===== src/rtl/pipe_stage_skid.sv =====
`default_nettype none
// ============================================================================
// Module      : pipe_stage_skid
// Description : Inter-stage pipeline register with a valid/ready handshake.
//               Carries payload, PC, branch-delay flag and ExcCode. Has an
//               optional 2-entry skid buffer so that in_ready comes straight
//               from a flop. Synchronous flush kills every held entry.
// Revision    : 1.0 - initial release
// ============================================================================
module pipe_stage_skid #(
  parameter int unsigned DATA_W         = 160,
  parameter int unsigned EXC_W          = 5,
  parameter logic [31:0] PC_RESET       = 32'h0000_3000,
  parameter bit          SKID_EN        = 1'b1,
  parameter bit          BUBBLE_KEEP_PC = 1'b1
) (
  input  logic              clk,
  input  logic              rst,
  input  logic              flush,
  input  logic              in_valid,
  output logic              in_ready,
  input  logic [31:0]       in_pc,
  input  logic [DATA_W-1:0] in_data,
  input  logic              in_bd,
  input  logic [EXC_W-1:0]  in_exc,
  output logic              out_valid,
  input  logic              out_ready,
  output logic [31:0]       out_pc,
  output logic [DATA_W-1:0] out_data,
  output logic              out_bd,
  output logic [EXC_W-1:0]  out_exc,
  output logic [1:0]        occupancy
);

  // The state encoding doubles as the occupancy count.
  typedef enum logic [1:0] {
    ST_EMPTY = 2'd0,
    ST_FULL  = 2'd1,
    ST_SKID  = 2'd2
  } state_t;

  state_t            r_state;
  state_t            w_state_nxt;

  // Main entry: this is what the downstream stage sees.
  logic [31:0]       r_main_pc;
  logic [DATA_W-1:0] r_main_data;
  logic              r_main_bd;
  logic [EXC_W-1:0]  r_main_exc;

  // Skid entry view (real flops only when the skid buffer is built).
  logic [31:0]       w_skid_pc;
  logic [DATA_W-1:0] w_skid_data;
  logic              w_skid_bd;
  logic [EXC_W-1:0]  w_skid_exc;

  logic              w_in_ready;
  logic              w_out_valid;
  logic              w_accept;
  logic              w_emit;
  logic              w_kill;

  // Register-update strobes decoded by the FSM.
  logic              w_load_main_in;
  logic              w_load_main_skid;
  logic              w_load_skid;
  logic              w_bubble;

  assign w_kill      = rst | flush;
  assign w_out_valid = (r_state != ST_EMPTY);
  assign w_accept    = in_valid & w_in_ready;
  assign w_emit      = w_out_valid & out_ready;

  // State register; reset and flush both return the stage to EMPTY.
  always_ff @(posedge clk) begin
    if (w_kill) begin
      r_state <= ST_EMPTY;
    end else begin
      r_state <= w_state_nxt;
    end
  end

  // Next-state and register-update strobes.
  always_comb begin
    w_state_nxt      = r_state;
    w_load_main_in   = 1'b0;
    w_load_main_skid = 1'b0;
    w_load_skid      = 1'b0;
    w_bubble         = 1'b0;
    case (r_state)
      ST_EMPTY: begin
        if (w_accept) begin
          w_state_nxt    = ST_FULL;
          w_load_main_in = 1'b1;
        end
      end
      ST_FULL: begin
        if (w_accept && w_emit) begin
          w_load_main_in = 1'b1;
        end else if (w_accept) begin
          // Only reachable with the skid buffer: without it in_ready
          // is low whenever FULL and stalled.
          w_state_nxt = ST_SKID;
          w_load_skid = 1'b1;
        end else if (w_emit) begin
          w_state_nxt = ST_EMPTY;
          w_bubble    = 1'b1;
        end
      end
      ST_SKID: begin
        if (w_emit) begin
          w_state_nxt      = ST_FULL;
          w_load_main_skid = 1'b1;
        end
      end
      default: begin
        w_state_nxt = ST_EMPTY;
      end
    endcase
  end

  // Main entry: load from input or skid, or turn into a drain bubble.
  always_ff @(posedge clk) begin
    if (w_kill) begin
      r_main_pc   <= PC_RESET;
      r_main_data <= '0;
      r_main_bd   <= 1'b0;
      r_main_exc  <= '0;
    end else if (w_load_main_in) begin
      r_main_pc   <= in_pc;
      r_main_data <= in_data;
      r_main_bd   <= in_bd;
      r_main_exc  <= in_exc;
    end else if (w_load_main_skid) begin
      r_main_pc   <= w_skid_pc;
      r_main_data <= w_skid_data;
      r_main_bd   <= w_skid_bd;
      r_main_exc  <= w_skid_exc;
    end else if (w_bubble) begin
      // Bubbles carry no payload; the PC either stays for EPC use
      // or snaps back to the reset vector.
      r_main_data <= '0;
      r_main_exc  <= '0;
      if (!BUBBLE_KEEP_PC) begin
        r_main_pc <= PC_RESET;
        r_main_bd <= 1'b0;
      end
    end
  end

  generate
    if (SKID_EN) begin : g_skid
      logic [31:0]       r_skid_pc;
      logic [DATA_W-1:0] r_skid_data;
      logic              r_skid_bd;
      logic [EXC_W-1:0]  r_skid_exc;
      logic              r_in_ready;

      // Skid entry catches the beat that arrives while the output stalls.
      always_ff @(posedge clk) begin
        if (w_kill || w_load_main_skid) begin
          r_skid_pc   <= '0;
          r_skid_data <= '0;
          r_skid_bd   <= 1'b0;
          r_skid_exc  <= '0;
        end else if (w_load_skid) begin
          r_skid_pc   <= in_pc;
          r_skid_data <= in_data;
          r_skid_bd   <= in_bd;
          r_skid_exc  <= in_exc;
        end
      end

      // Registered ready: low exactly while the skid entry is occupied,
      // so there is no combinational path from out_ready.
      always_ff @(posedge clk) begin
        if (w_kill) begin
          r_in_ready <= 1'b1;
        end else begin
          r_in_ready <= (w_state_nxt != ST_SKID);
        end
      end

      assign w_skid_pc   = r_skid_pc;
      assign w_skid_data = r_skid_data;
      assign w_skid_bd   = r_skid_bd;
      assign w_skid_exc  = r_skid_exc;
      assign w_in_ready  = r_in_ready;
    end else begin : g_no_skid
      // Single entry: accept when empty or when the held beat leaves now.
      assign w_skid_pc   = '0;
      assign w_skid_data = '0;
      assign w_skid_bd   = 1'b0;
      assign w_skid_exc  = '0;
      assign w_in_ready  = (r_state == ST_EMPTY) | out_ready;
    end
  endgenerate

  assign in_ready  = w_in_ready;
  assign out_valid = w_out_valid;
  assign out_pc    = r_main_pc;
  assign out_data  = r_main_data;
  assign out_bd    = r_main_bd;
  assign out_exc   = r_main_exc;
  assign occupancy = r_state;

endmodule
`default_nettype wire


===== config.mk =====
export PLATFORM = sky130hd
export DESIGN_NAME = pipe_stage_skid
export DESIGN_NICKNAME = d
export VERILOG_FILES = /design/src/rtl/pipe_stage_skid.sv
export SDC_FILE = /design/constraint.sdc
export NUM_CORES = 1
export LEC_CHECK = 0
export CELL_PAD_IN_SITES_DETAIL_PLACEMENT = 1
export CELL_PAD_IN_SITES_GLOBAL_PLACEMENT = 1
export CORE_AREA = 2 2 200 202
export DETAILED_ROUTE_END_ITERATION = 12
export DIE_AREA = 0 0 202 204
export DONT_BUFFER_PORTS = 1
export PLACE_DENSITY = 0.75
export SYNTH_ARGS = -nofsm -noshare
export SYNTH_HDL_FRONTEND = slang
export SYNTH_SLANG_ARGS = --single-unit

===== constraint.sdc =====
create_clock -name clk -period 2.45 [get_ports clk]
set_input_delay 0.3675 -clock clk [delete_from_list [all_inputs] [get_ports clk]]
set_output_delay 0.3675 -clock clk [all_outputs]
set_load 0.05 [all_outputs]

After elaboration in Yosys (flattened, before gate mapping). Cells that the tools add are included.

Memory bits (writable): 0. Memories kept: 0. Memory bits (read-only): 0. Bits in latches: 0. Register bits: 399. Output and inout bits: 202. Logic and storage cells: 48.

Shift operators: 0. Muxes and demuxes: 26. Magnitude comparators: 0. Add/subtract/negate cells: 0. Multiply operators: 0. Divide/modulo/power cells: 0. Equality and inequality tests: 3. Bitwise operators: 3. Reductions and logical operators: 6.

Operator list (number): two-way mux 160 bit (3); two-way mux 32 bit (2); two-way mux 5 bit (3); two-way mux 1 bit (11); two-way mux 2 bit (5); one-hot mux 2 bit (3 select lines) (1); nonzero test 2 bit (2); nonzero test 3 bit (1); bitwise AND 1 bit (2); equality test 2 x 1 -> 1 bit, second input constant (1); equality test 2 bit, second input constant (1); zero test 2 bit (1); inequality test 2 bit, second input constant (1); one-hot mux 1 bit (2 select lines) (1); logical AND 1 bit (1); logical OR 1 bit (1); bitwise OR 1 bit (1).

Logic depth before layout (Yosys ltp). Gate-level depths: netlist of run 1.

Depth in word-level cells: 9. Gate-level depth with buffers: 8. Mapped depth without buffers: 4.

Worst setup path after synthesis of run 1. No wires, ideal clock.

Path kind: register -> register. Start: register r_state[1] (netlist: occupancy[1]). End: register g_skid.r_skid_data[100]. Stages on the path, launching flop included: 8. Period minus slack after synthesis: 2.059 ns. Slack: 0.391 ns. Data required time: 2.380 ns. Arrival time: 1.988 ns. Path through: dfxtp_1 buf_2 and3b_1 nand2_1 clkbuf_1 clkbuf_1 nand2_1 a21oi_1.

Word-level cells in the longest chain between the ends: 5. Elaborated cells between the ends (all ways): 10.

RTL lines: start: declaration (RTL line 42) `state_t r_state;`; start signal: assignment (RTL line 79) `r_state <= w_state_nxt;`; nonzero test 2 bit (RTL line 70) `assign w_out_valid = (r_state != ST_EMPTY);`; bitwise AND 1 bit (RTL line 72) `assign w_emit = w_out_valid & out_ready;`; logical AND 1 bit or two-way mux 1 bit (tied branches) (RTL line 98, 111); two-way mux 1 bit (on tied branches) (RTL line 98, 90); two-way mux 1 bit or logical OR 1 bit (tied branches) (RTL line 90, 161); end signal: assignment (RTL line 168) `r_skid_data <= in_data;`; end: declaration (RTL line 154) `logic [DATA_W-1:0] r_skid_data;`.

Several ways; a longest one is shown, not always the timed one. A chain may end at the register's enable or synchronous reset.

Worst setup path in the final report of run 1.
Start: register r_state[0] (netlist: occupancy[0]). End: register r_main_data[106] (netlist: out_data[106]).

Word-level cells in the longest chain between the ends: 7. Elaborated cells between the ends (all ways): 16.

RTL lines: nonzero test 2 bit (RTL line 70); bitwise AND 1 bit (RTL line 72); two-way mux 1 bit (RTL line 105, 111); two-way mux 1 bit (RTL line 100) `end else if (w_accept) begin`; two-way mux 1 bit (RTL line 98) `if (w_accept && w_emit) begin`; two-way mux 1 bit (RTL line 90) `case (r_state)`; nonzero test 3 bit (no line); end signal: assignment (RTL line 131) `r_main_data <= in_data;`; end signal: assignment (RTL line 136) `r_main_data <= w_skid_data;`; end: declaration (RTL line 47) `logic [DATA_W-1:0] r_main_data;`.

Several ways; a longest one is shown, not always the timed one.

==> results.md, run 1 <==
- Post-Syn Nets: 2022
- Layout cells sized above 1: 6.77%
- Final HPWL DP: 31600 um
- Largest family of logic cells by synthesized area: compound AO/OA/AOI/OAI gates
- Average instance area after synthesis: 8.46 um2
- Met2 Track Usage GR: 46.6%
- Post-CTS Resized: 0
- Cells after synthesis: 1819
- Cell variety after synth: 28
- Detailed Route Iter0 Violations: 903
- Setup violators final: 0
- Max Cap Violations: 0
- Final Hold Slack: 30.7 ps
- Worst slew pin tran: 723 ps
- Number of synthesized flops with an enable pin: 0
- Grt total ovfl: 0
- Post-synthesis compound-gate area fraction: 27.7%
- RSZ-0062 raised after global routing: false
- GPL Wtd Cong: 0.762
- Clock transition at path regs: 60 ps
- Final Hold Fails: 0
- GRT met1 Usage: 31.5%
- Initial antenna violation count: 0
- Clock buffer count from CTS: 43
- CTS H-Tree Depth: 2
- Synthesized-area fraction occupied by adder cells: 0%
- Leakage power total: 6.19 nW
- CP arrival: 2660 ps
- Synth Area in Simple Gates: 11.2%
- Layer carrying the most global-route usage: met2
- Status: completed
- Total power draw: 15.3 mW
- Most frequent cells in the layout: nand2_1, dfxtp_1, a21oi_1
- Peak supply drop: 0.000517 V
- Row count: 73
- Hold crit path type: input pin to register
- Final WS setup: 233 ps
- Area growth from synthesis to layout: 25.4%
- Clock Tree Root: clkbuf_16
- XOR/XNOR Fraction of Synth Area: 0%
- Antenna Diode Count: 0
- Via count: 14432
- Worst-case clock skew: 22.1 ps
- Crit. End Element: register
- Initial core utilization: 39.3%
- Remaining DRCs: 0
- Finished Cell Area: 19300 um2
- Setup bufs post-CTS: 0
- Clock latency at the later pin of the worst-skew pair: 570 ps
- Pwr/cell area: 792 nW/um2
- Crit Path Max Fanout: 47
- Total track usage: 27.0%
- Critical path type: register to register
- Ys async rst share: 0%
- Final count of pins violating max slew: 0
- Placed cell area: 15900 um2
- Final wirelength: 57300 um
- WP data required: 2900 ps
- Critical Path Start Type: register
- Crit share post-route: 90.5%
- Clock buffer depth: 3
- Hold path depth: 2
- Rel. slew slack: 51.8%
- Commonest non-fill, non-tap cell in the layout: nand2_1
- DR pass1 iterations: 5
- Worst R2R Path Depth: 6
- Die height: 204 um
- Mean routed wirelength per cell: 23.0 um
- Number of top-level pins: 405
- Layout Cells excl Fill: 2491
- Final min period: 2220 ps
- Global-route wire length before repair: 88900 um
- Die width: 202 um
- Top_reg_cell synth: dfxtp_1
- CTS tree: built
- Mux contribution to synthesized area: 0.195%
- Via/cell ratio: 5.79
- Final net count: 2136
- Syn Std Cell Area: 15400 um2
- Finished Core Util: 49.2%
- CTS sink cnt: 399
- Setup_tns: 0 ps
- Core ar.: 39200 um2
- Inst Count DP: 2214
- Synth warn: 0
- Largest net degree at the start of global routing: 119
- Seq cells post-synth: 399
- GR Util met3: 8.12%
- Antenna-violating nets left: 0
- Max Clock Freq: 0.451 GHz
- IO Port Bufs: 0
- Sequential area share after synthesis: 51.9%
- Place WS: 309 ps
- Die area: 41200 um2
- Vias in the first global route: 15415
registers in the layout, indices dropped and copies added (netlist names):
register            cells
g_skid.r_skid_data    160
out_data              160
g_skid.r_skid_pc       32
out_pc                 32
g_skid.r_skid_exc       5
out_exc                 5
occupancy               2
g_skid.r_skid_bd        1
in_ready                1
out_bd                  1
critical path, stage by stage, from the launching register on:
cell and delay [ps]:
dfxtp_1 490, and3b_4 290, a211oi_4 320, buf_12 280
buf_12 270, a221oi_1 90, a211oi_1 340
worst paths after layout:
check	start	endpoint	slack (ps)
worst max register to register	occupancy[0]	out_data[106]	230
worst max-delay path	occupancy[0]	out_data[106]	230
worst min-delay path	in_pc[22]	out_pc[22]	30
worst min register to register	g_skid.r_skid_pc[14]	out_pc[14]	440
final cells by class:
| class | count | area (um2) |
|---|---|---|
| flip-flops and latches | 399 | 7990 |
| fillers | 4452 | 19900 |
| well taps | 525 | 657 |
| inverters | 167 | 627 |
| multi-input cells | 1080 | 6050 |
| repair buffers | 242 | 2540 |
| clock buffers | 64 | 1310 |
| clock inverters | 14 | 116 |
synth_stat cells (2+ instances only):
library cell,count,area [um2]
a211oi_1,153,1150
a211oi_2,11,138
a21oi_1,262,1310
a221oi_1,164,1440
a31oi_1,2,12.5
and3b_1,3,26.3
buf_1,5,18.8
buf_2,56,280
buf_4,10,75.1
clkbuf_1,102,383
dfxtp_1,399,7990
inv_1,167,627
mux2i_1,3,30.0
nand2_1,430,1610
nand2b_1,2,12.5
nand3b_1,3,22.5
nor2_1,5,18.8
nor3_1,2,10.0
o21ai_0,31,155
cell families (layout without fill, tap and decap cells):
kind of cell | after synthesis | after routing
buffers and inverters | 340 | 487
AOI/OAI and AO/OA | 628 | 628
muxes | 3 | 3
and+or+nand+nor | 449 | 449
DFF | 399 | 399
layer usage:
layer,vias to the layer above,share of wire [%]
met5,-,0
met4,0,3.7
met3,138,8.0
met2,549,48
met1,7166,40
li1,6579,-
report_power, final:
group,leakage (nW),internal [mW],switching [mW],total (mW)
Clock,0.709,3.80,2.74,6.55
Sequential,3.24,6.67,0.712,7.38
Combinational,2.24,0.573,0.778,1.35
repair_timing:
action,in CTS,in global routing
hold buffers,199,0
endpoints found under the hold margin,221,0
endpoints found under the setup margin,0,0
Note: power is estimated with default switching activity, not from simulation.
==> run 2, diff against run 1 <==
==> config.mk (replaced) <==
export PLATFORM = sky130hd
export DESIGN_NAME = pipe_stage_skid
export DESIGN_NICKNAME = d
export VERILOG_FILES = /design/src/rtl/pipe_stage_skid.sv
export SDC_FILE = /design/constraint.sdc
export NUM_CORES = 1
export LEC_CHECK = 0
export ABC_AREA = 1
export CELL_PAD_IN_SITES_DETAIL_PLACEMENT = 1
export CELL_PAD_IN_SITES_GLOBAL_PLACEMENT = 1
export CORE_AREA = 2 2 220 222
export DETAILED_ROUTE_END_ITERATION = 12
export DIE_AREA = 0 0 222 224
export DONT_BUFFER_PORTS = 1
export PLACE_DENSITY = 0.79
export REMOVE_ABC_BUFFERS = 1
export SYNTH_ARGS = -nofsm -noshare
export SYNTH_HDL_FRONTEND = slang
export SYNTH_SLANG_ARGS = --single-unit
==> run 2 against run 1 <==
Final area is 16% higher. Combinational power up 30%. Synthesized cell count increased by 63%. Via count is 36% higher. Critical path type unchanged. Register-to-register slack lost 160 ps.
==> results.md, run 2 <==
- Final count of pins violating max slew: 0 (unchanged)
- CP cell instances: inv_2 > nor2_4 > nand2_2 > nand2_8 > buf_12 > a21oi_1
- Status: completed
- CTS H-Tree Depth: 2 (unchanged)
- Crit-path slowest cell: buf_12
- Top Metal Used: met4
- Row count: 80 (+9.6%)
- Pwr/cell area: 703 nW/um2 (-11%)
- Setup bufs post-CTS: 0 (unchanged)
- Post-CTS Hold Buffers: 198 (-0.50%)
- Via/cell ratio: 5.37 (-7.3%)
- Post-synth top cells: nand2_1, nor2_1, dfxtp_1
- Final Hold Slack: 37.2 ps (+6.43 ps)
- Detailed Route Iter0 Violations: 1352 (+50%)
- Final Hold Fails: 0 (unchanged)
- Die height: 224 um (+9.8%)
- Final net count: 3221 (+51%)
- Number of top-level pins: 405 (unchanged)
- WP data required: 2840 ps (-60 ps)
- Most frequent cells in the layout: nand2_1, nor2_1, dfxtp_1
- Clock transition at path regs: 60 ps (about the same)
- Area growth from synthesis to layout: 19.1%
- Sequential area share after synthesis: 42.4% (-9.5 points)
- Via count: 19698 (+36%)
- Synth top area share: 42.4% (-9.5 points)
- Critical Path Start Type: register
- Total power draw: 15.8 mW (+3.2%)
- Metal2 WL: 34600 um (+25%)
- Cell variety after synth: 18 (-36%)
- Cells after synthesis: 2958 (+63%)
- Place WS: 291 ps (-18.5 ps)
- CTS sink cnt: 399 (unchanged)
- Clock Tree Root: clkbuf_16
- CP arrival: 2770 ps (+110 ps)
- Clock buffer depth: 3 (unchanged)
- Main area contributors after synthesis: dfxtp_1, nand2_1, nand3_1, nor2_1, inv_1
- RSZ-0062 raised after global routing: false
- Total track usage: 28.2% (+1.2 points)
- Global-route wire length before repair: 113000 um (+28%)
- Hold crit path type: input pin to register
- Core ar.: 47300 um2 (+21%)
- Peak supply drop: 0.000581 V (+12%)
- Mean routed wirelength per cell: 19.6 um (-15%)
- Antenna-violating nets left: 0 (unchanged)
- Synth warn: 0 (unchanged)
- Number of fill cells in the layout: 6120 (+37%)
- Ys async rst share: 0% (unchanged)
- Final HPWL DP: 39400 um (+25%)
- Grt total ovfl: 0 (unchanged)
- Initial antenna violation count: 1 (+1)
- Die area: 49700 um2 (+21%)
- Vias in the first global route: 20755 (+35%)
- Remaining DRCs: 0 (unchanged)
- Largest net degree at the start of global routing: 201 (+69%)
- GPL Wtd Cong: 0.802 (+5.3%)
- Crit share post-route: 97.1% (+6.6 points)
- Leakage power total: 9.47 nW (+53%)
- Syn Std Cell Area: 18800 um2 (+22%)
- Final WS setup: 70.8 ps (-162 ps)
- Max Cap Violations: 0 (unchanged)
- Inst Count DP: 3387 (+53%)
- Initial core utilization: 39.8% (+0.49 points)
- Area of the multi-input gates: 8360 um2 (+38%)
- Clock latency at the later pin of the worst-skew pair: 570 ps (about the same)
- Worst-case clock skew: 9.67 ps (-12.4 ps)
- Max Clock Freq: 0.420 GHz (-6.8%)
- Layout cells sized above 1: 3.80% (-3.0 points)
- Rel. slew slack: 21.9% (-30 points)
- Clock buffer count from CTS: 46 (+7.0%)
- Top_reg_cell synth: dfxtp_1
- Setup violators final: 0 (unchanged)
- Critical path type: register to register
- Die width: 222 um (+9.9%)
- Seq cells post-synth: 399 (unchanged)
- Average instance area after synthesis: 6.36 um2 (-25%)
- Post-CTS Resized: 0 (unchanged)
- Commonest non-fill, non-tap cell in the layout: nand2_1
- IO Port Bufs: 0 (unchanged)
- Layout Cells excl Fill: 3667 (+47%)
- Post-synth top area cell: dfxtp_1
- Most frequent cell after synthesis: nand2_1
- Final min period: 2380 ps (+162 ps)
- Crit Path Max Fanout: 198 (+320%)
- CTS tree: built
- Crit. End Element: register
- Met3 Wirelength: 5320 um (+17%)
- FF+latch area: 7990 um2 (about the same)
- Final wirelength: 71800 um (+25%)
- Met1 WL: 28900 um (+26%)
- Worst slew pin tran: 1170 ps (+448 ps)
- DR pass1 iterations: 5 (unchanged)
- Worst path max stage delay: 590 ps (+100 ps)
- Number of synthesized flops with an enable pin: 0 (unchanged)
run 2: final timing paths:
path                                        startpoint                 endpoint  slack [ps]  depth (start not counted)
worst min register to register  g_skid.r_skid_data[43]   g_skid.r_skid_data[43]         470                          2
worst max-delay path                      occupancy[1]  g_skid.r_skid_data[159]          70                          6
worst max register to register            occupancy[1]  g_skid.r_skid_data[159]          70                          6
worst min-delay path                      in_data[135]            out_data[135]          40                          4
run 2: per-stage QoR:
stage / TNS [ps] / util [%] / cell area (um2)
after detailed placement: 0 / 40.1 / 19000
final: 0 / 47.3 / 22400
after floorplan: -2452470 / - / 17700
after CTS: 0 / 47.3 / 22400
after global routing: 0 / 47.3 / 22400
after global placement: 0 / 40.1 / 19000
run 2: report_power, final:
| group | leakage [nW] | internal (mW) | switching (mW) |
|---|---|---|---|
| Sequential | 3.24 | 6.66 | 0.688 |
| Combinational | 5.52 | 0.650 | 1.10 |
| Clock | 0.708 | 3.86 | 2.80 |
| Total | 9.47 | 11.2 | 4.59 |
run 2: routing by layer:
metal | vias up | GRT usage (%)
met5 | - | 0
met4 | 0 | 12.6
met3 | 206 | 6.72
met2 | 726 | 48.2
met1 | 9577 | 33.7
li1 | 9189 | -
run 2: kinds of logic after synthesis:
kind of cell | after synthesis | synth area share [%]
flip-flops | 399 | 42.4
AO/OA/AOI/OAI | 231 | 6.15
buffers and inverters | 591 | 13.6
AND/OR/NAND/NOR | 1737 | 37.8
run 2: critical path: cells and delay by family, from the launching register on:
| family | cells | cell delay [ps] |
|---|---|---|
| buffers and inverters | 2 | 730 |
| AOI/OAI and AO/OA | 1 | 140 |
| DFF | 1 | 580 |
| and+or+nand+nor | 3 | 430 |
run 2: layout make-up:
| cell class | instances | area share [%] |
|---|---|---|
| Clock inverter | 11 | 0.374 |
| Timing Repair Buffer | 232 | 11.0 |
| Multi-Input combinational cell | 1968 | 37.3 |
| Inverter | 371 | 6.23 |
| Clock buffer | 70 | 5.99 |
| Sequential cell | 399 | 35.6 |
| Tap cell | 615 | 3.43 |
| Antenna cell | 1 | 0.0112 |
==> run 3, diff against run 2 <==
--- a/config.mk
+++ b/config.mk
@@ -6,13 +6,14 @@
 export NUM_CORES = 1
 export LEC_CHECK = 0
 export ABC_AREA = 1
+export BUFFER_PORTS_ARGS = -buffer_cell sky130_fd_sc_hd__buf_2
 export CELL_PAD_IN_SITES_DETAIL_PLACEMENT = 1
 export CELL_PAD_IN_SITES_GLOBAL_PLACEMENT = 1
 export CORE_AREA = 2 2 220 222
 export DETAILED_ROUTE_END_ITERATION = 12
 export DIE_AREA = 0 0 222 224
-export DONT_BUFFER_PORTS = 1
-export PLACE_DENSITY = 0.79
+export MAX_ROUTING_LAYER = met4
+export PLACE_DENSITY = 0.9
 export REMOVE_ABC_BUFFERS = 1
 export SYNTH_ARGS = -nofsm -noshare
 export SYNTH_HDL_FRONTEND = slang
==> run 3 against run 2 <==
Critical path type is now register to output port. Clock-buffer cell count is 5 lower. Critical path depth is 4 lower. Largest power group unchanged. Combinational power increased by 40%. Register-to-register slack better by 360 ps.
==> results.md, run 3 (synthesis results as in run 2) <==
- Status: completed
- Hold crit path type: input pin to register
- Finished Core Util: 47.7% (+0.31 points)
- Final HPWL DP: 40900 um (+3.9%)
- Crit share post-route: 92.1% (-5.0 points)
- Crit. End Element: output port
- Max Cap Violations: 0 (unchanged)
- Final min period: 2260 ps (-123 ps)
- Peak supply drop: 0.000483 V (-17%)
- IO Port Bufs: 404 (+404)
- Max Clock Freq: 0.443 GHz (+5.4%)
- Antenna-violating nets left: 0 (unchanged)
- Crit-path slowest cell: dfxtp_1
- DR pass1 iterations: 5 (unchanged)
- CTS sink cnt: 399 (unchanged)
- R2r setup slk: 430 ps (+360 ps)
- Via/cell ratio: 5.12 (-4.7%)
- Leakage power total: 10.5 nW (+11%)
- CP arrival: 1890 ps (-880 ps)
- Layout cells sized above 1: 16.2% (+12 points)
- Reg-to-Reg End: out_data[15]
- Worst-case clock skew: 12.7 ps (+3.00 ps)
- Hold path depth: 3 (-1)
- Most frequent cells in the layout: nand2_1, nor2_1, buf_2
- Setup violators final: 0 (unchanged)
- WP data required: 2080 ps (-760 ps)
- Pwr/cell area: 699 nW/um2 (-0.63%)
- Clock Tree Root: clkbuf_16
- Number of top-level pins: 405 (unchanged)
- Post-CTS Hold Buffers: 0 (-100%)
- Initial core utilization: 39.8% (unchanged)
- Worst R2R Path Depth: 6 (unchanged)
- Clock buffer count from CTS: 45 (-2.2%)
- RSZ-0062 raised after global routing: false
- Worst r2r src: occupancy[1]
- Hold endpoint: g_skid.r_skid_data[87]
- Clock transition at path regs: 60 ps (about the same)
- Initial antenna violation count: 4 (+3)
- GPL Wtd Cong: 0.796 (-0.65%)
- Detailed Route Iter0 Violations: 1320 (-2.4%)
- Mean routed wirelength per cell: 17.1 um (-13%)
- Die area: 49700 um2 (unchanged)
- Worst Hold Launch: in_data[87]
- Row count: 80 (unchanged)
- Clock latency at the later pin of the worst-skew pair: 570 ps (about the same)
- Die height: 224 um (unchanged)
- Final Hold Fails: 0 (unchanged)
- Rel. slew slack: 48.8% (+27 points)
- Finished Cell Area: 22600 um2 (+0.65%)
- CP cell instances: buf_4 > buf_2
- Setup bufs post-CTS: 0 (unchanged)
- Worst path max stage delay: 580 ps (about the same)
- Largest net degree at the start of global routing: 129 (-36%)
- Global-route wire length before repair: 107000 um (-5.9%)
- Vias in the first global route: 20152 (-2.9%)
- Critical path type: register to output port
- Via count: 19876 (+0.90%)
- CTS tree: built
- Remaining DRCs: 0 (unchanged)
- Final count of pins violating max slew: 0 (unchanged)
- Area growth from synthesis to layout: 19.9%
- Crit Path Max Fanout: 27 (-86%)
- Placed cell area: 21200 um2 (+11%)
- Final wirelength: 66300 um (-7.7%)
- CTS H-Tree Depth: 2 (unchanged)
- Post-CTS Resized: 0 (unchanged)
- Grt total ovfl: 0 (unchanged)
- Critical Path Start Type: register
- Total track usage: 27.0% (-1.1 points)
- Clock buffer depth: 3 (unchanged)
- Worst slew pin tran: 767 ps (-404 ps)
- Final net count: 3440 (+6.8%)
- Commonest non-fill, non-tap cell in the layout: nand2_1
- Final Hold Slack: 59.2 ps (+22.0 ps)
- Die width: 222 um (unchanged)
- Core ar.: 47300 um2 (unchanged)
run 3: critical path: cells and delay by family, from the launching register on:
kind | cells | cell delay [ps]
buffers and inverters | 2 | 730
flip-flops | 1 | 580
run 3: stage by stage:
step                      worst slack [ps]  power, mW   TNS, ps  instances
after CTS                              181       15.9         0       3876
final                                  194       15.8         0       3881
after detailed placement               490       9.33         0       3805
after global routing                   112       16.4         0       3880
after floorplan                      -7210       8.51  -2452470       2738
after global placement                 579       9.28         0       3805
run 3: routing by layer:
metal  routed length [um]  track usage, %  part of all wire (%)
met4                 1840            8.63                   2.8
met2                32000            45.4                    48
met5                    0               -                     0
met1                28700            33.2                    43
met3                 3780            4.51                   5.7
run 3: power by group:
part	switching (mW)	internal [mW]	leakage [nW]
clock	2.73	3.82	0.672
combinational	1.78	0.670	6.63
sequential	0.109	6.66	3.24
total	4.62	11.2	10.5
run 3: cell type report:
type | instances | area [um2]
Tap cell | 615 | 769
Sequential cell | 399 | 7990
Fill cell | 6412 | 24800
Antenna cell | 5 | 12.5
Inverter | 371 | 1400
Clock inverter | 6 | 82.6
Multi-Input combinational cell | 1968 | 8360
Clock buffer | 65 | 1290
Timing Repair Buffer | 452 | 2660
run 3: how the worst max path moves through the flow:
stage | from | endpoint | slack [ps] | cells after the start
2_1_floorplan | rst | g_skid.r_skid_bd | -7210 | 3
3_3_place_gp | in_valid | g_skid.r_skid_bd | 580 | 8
3_5_place_dp | out_ready | g_skid.r_skid_data[148] | 490 | 8
4_1_cts | occupancy[1] | occupancy[1] | 180 | 2
5_1_grt | occupancy[1] | occupancy[1] | 110 | 2
6_report | occupancy[1] | occupancy[1] | 190 | 2
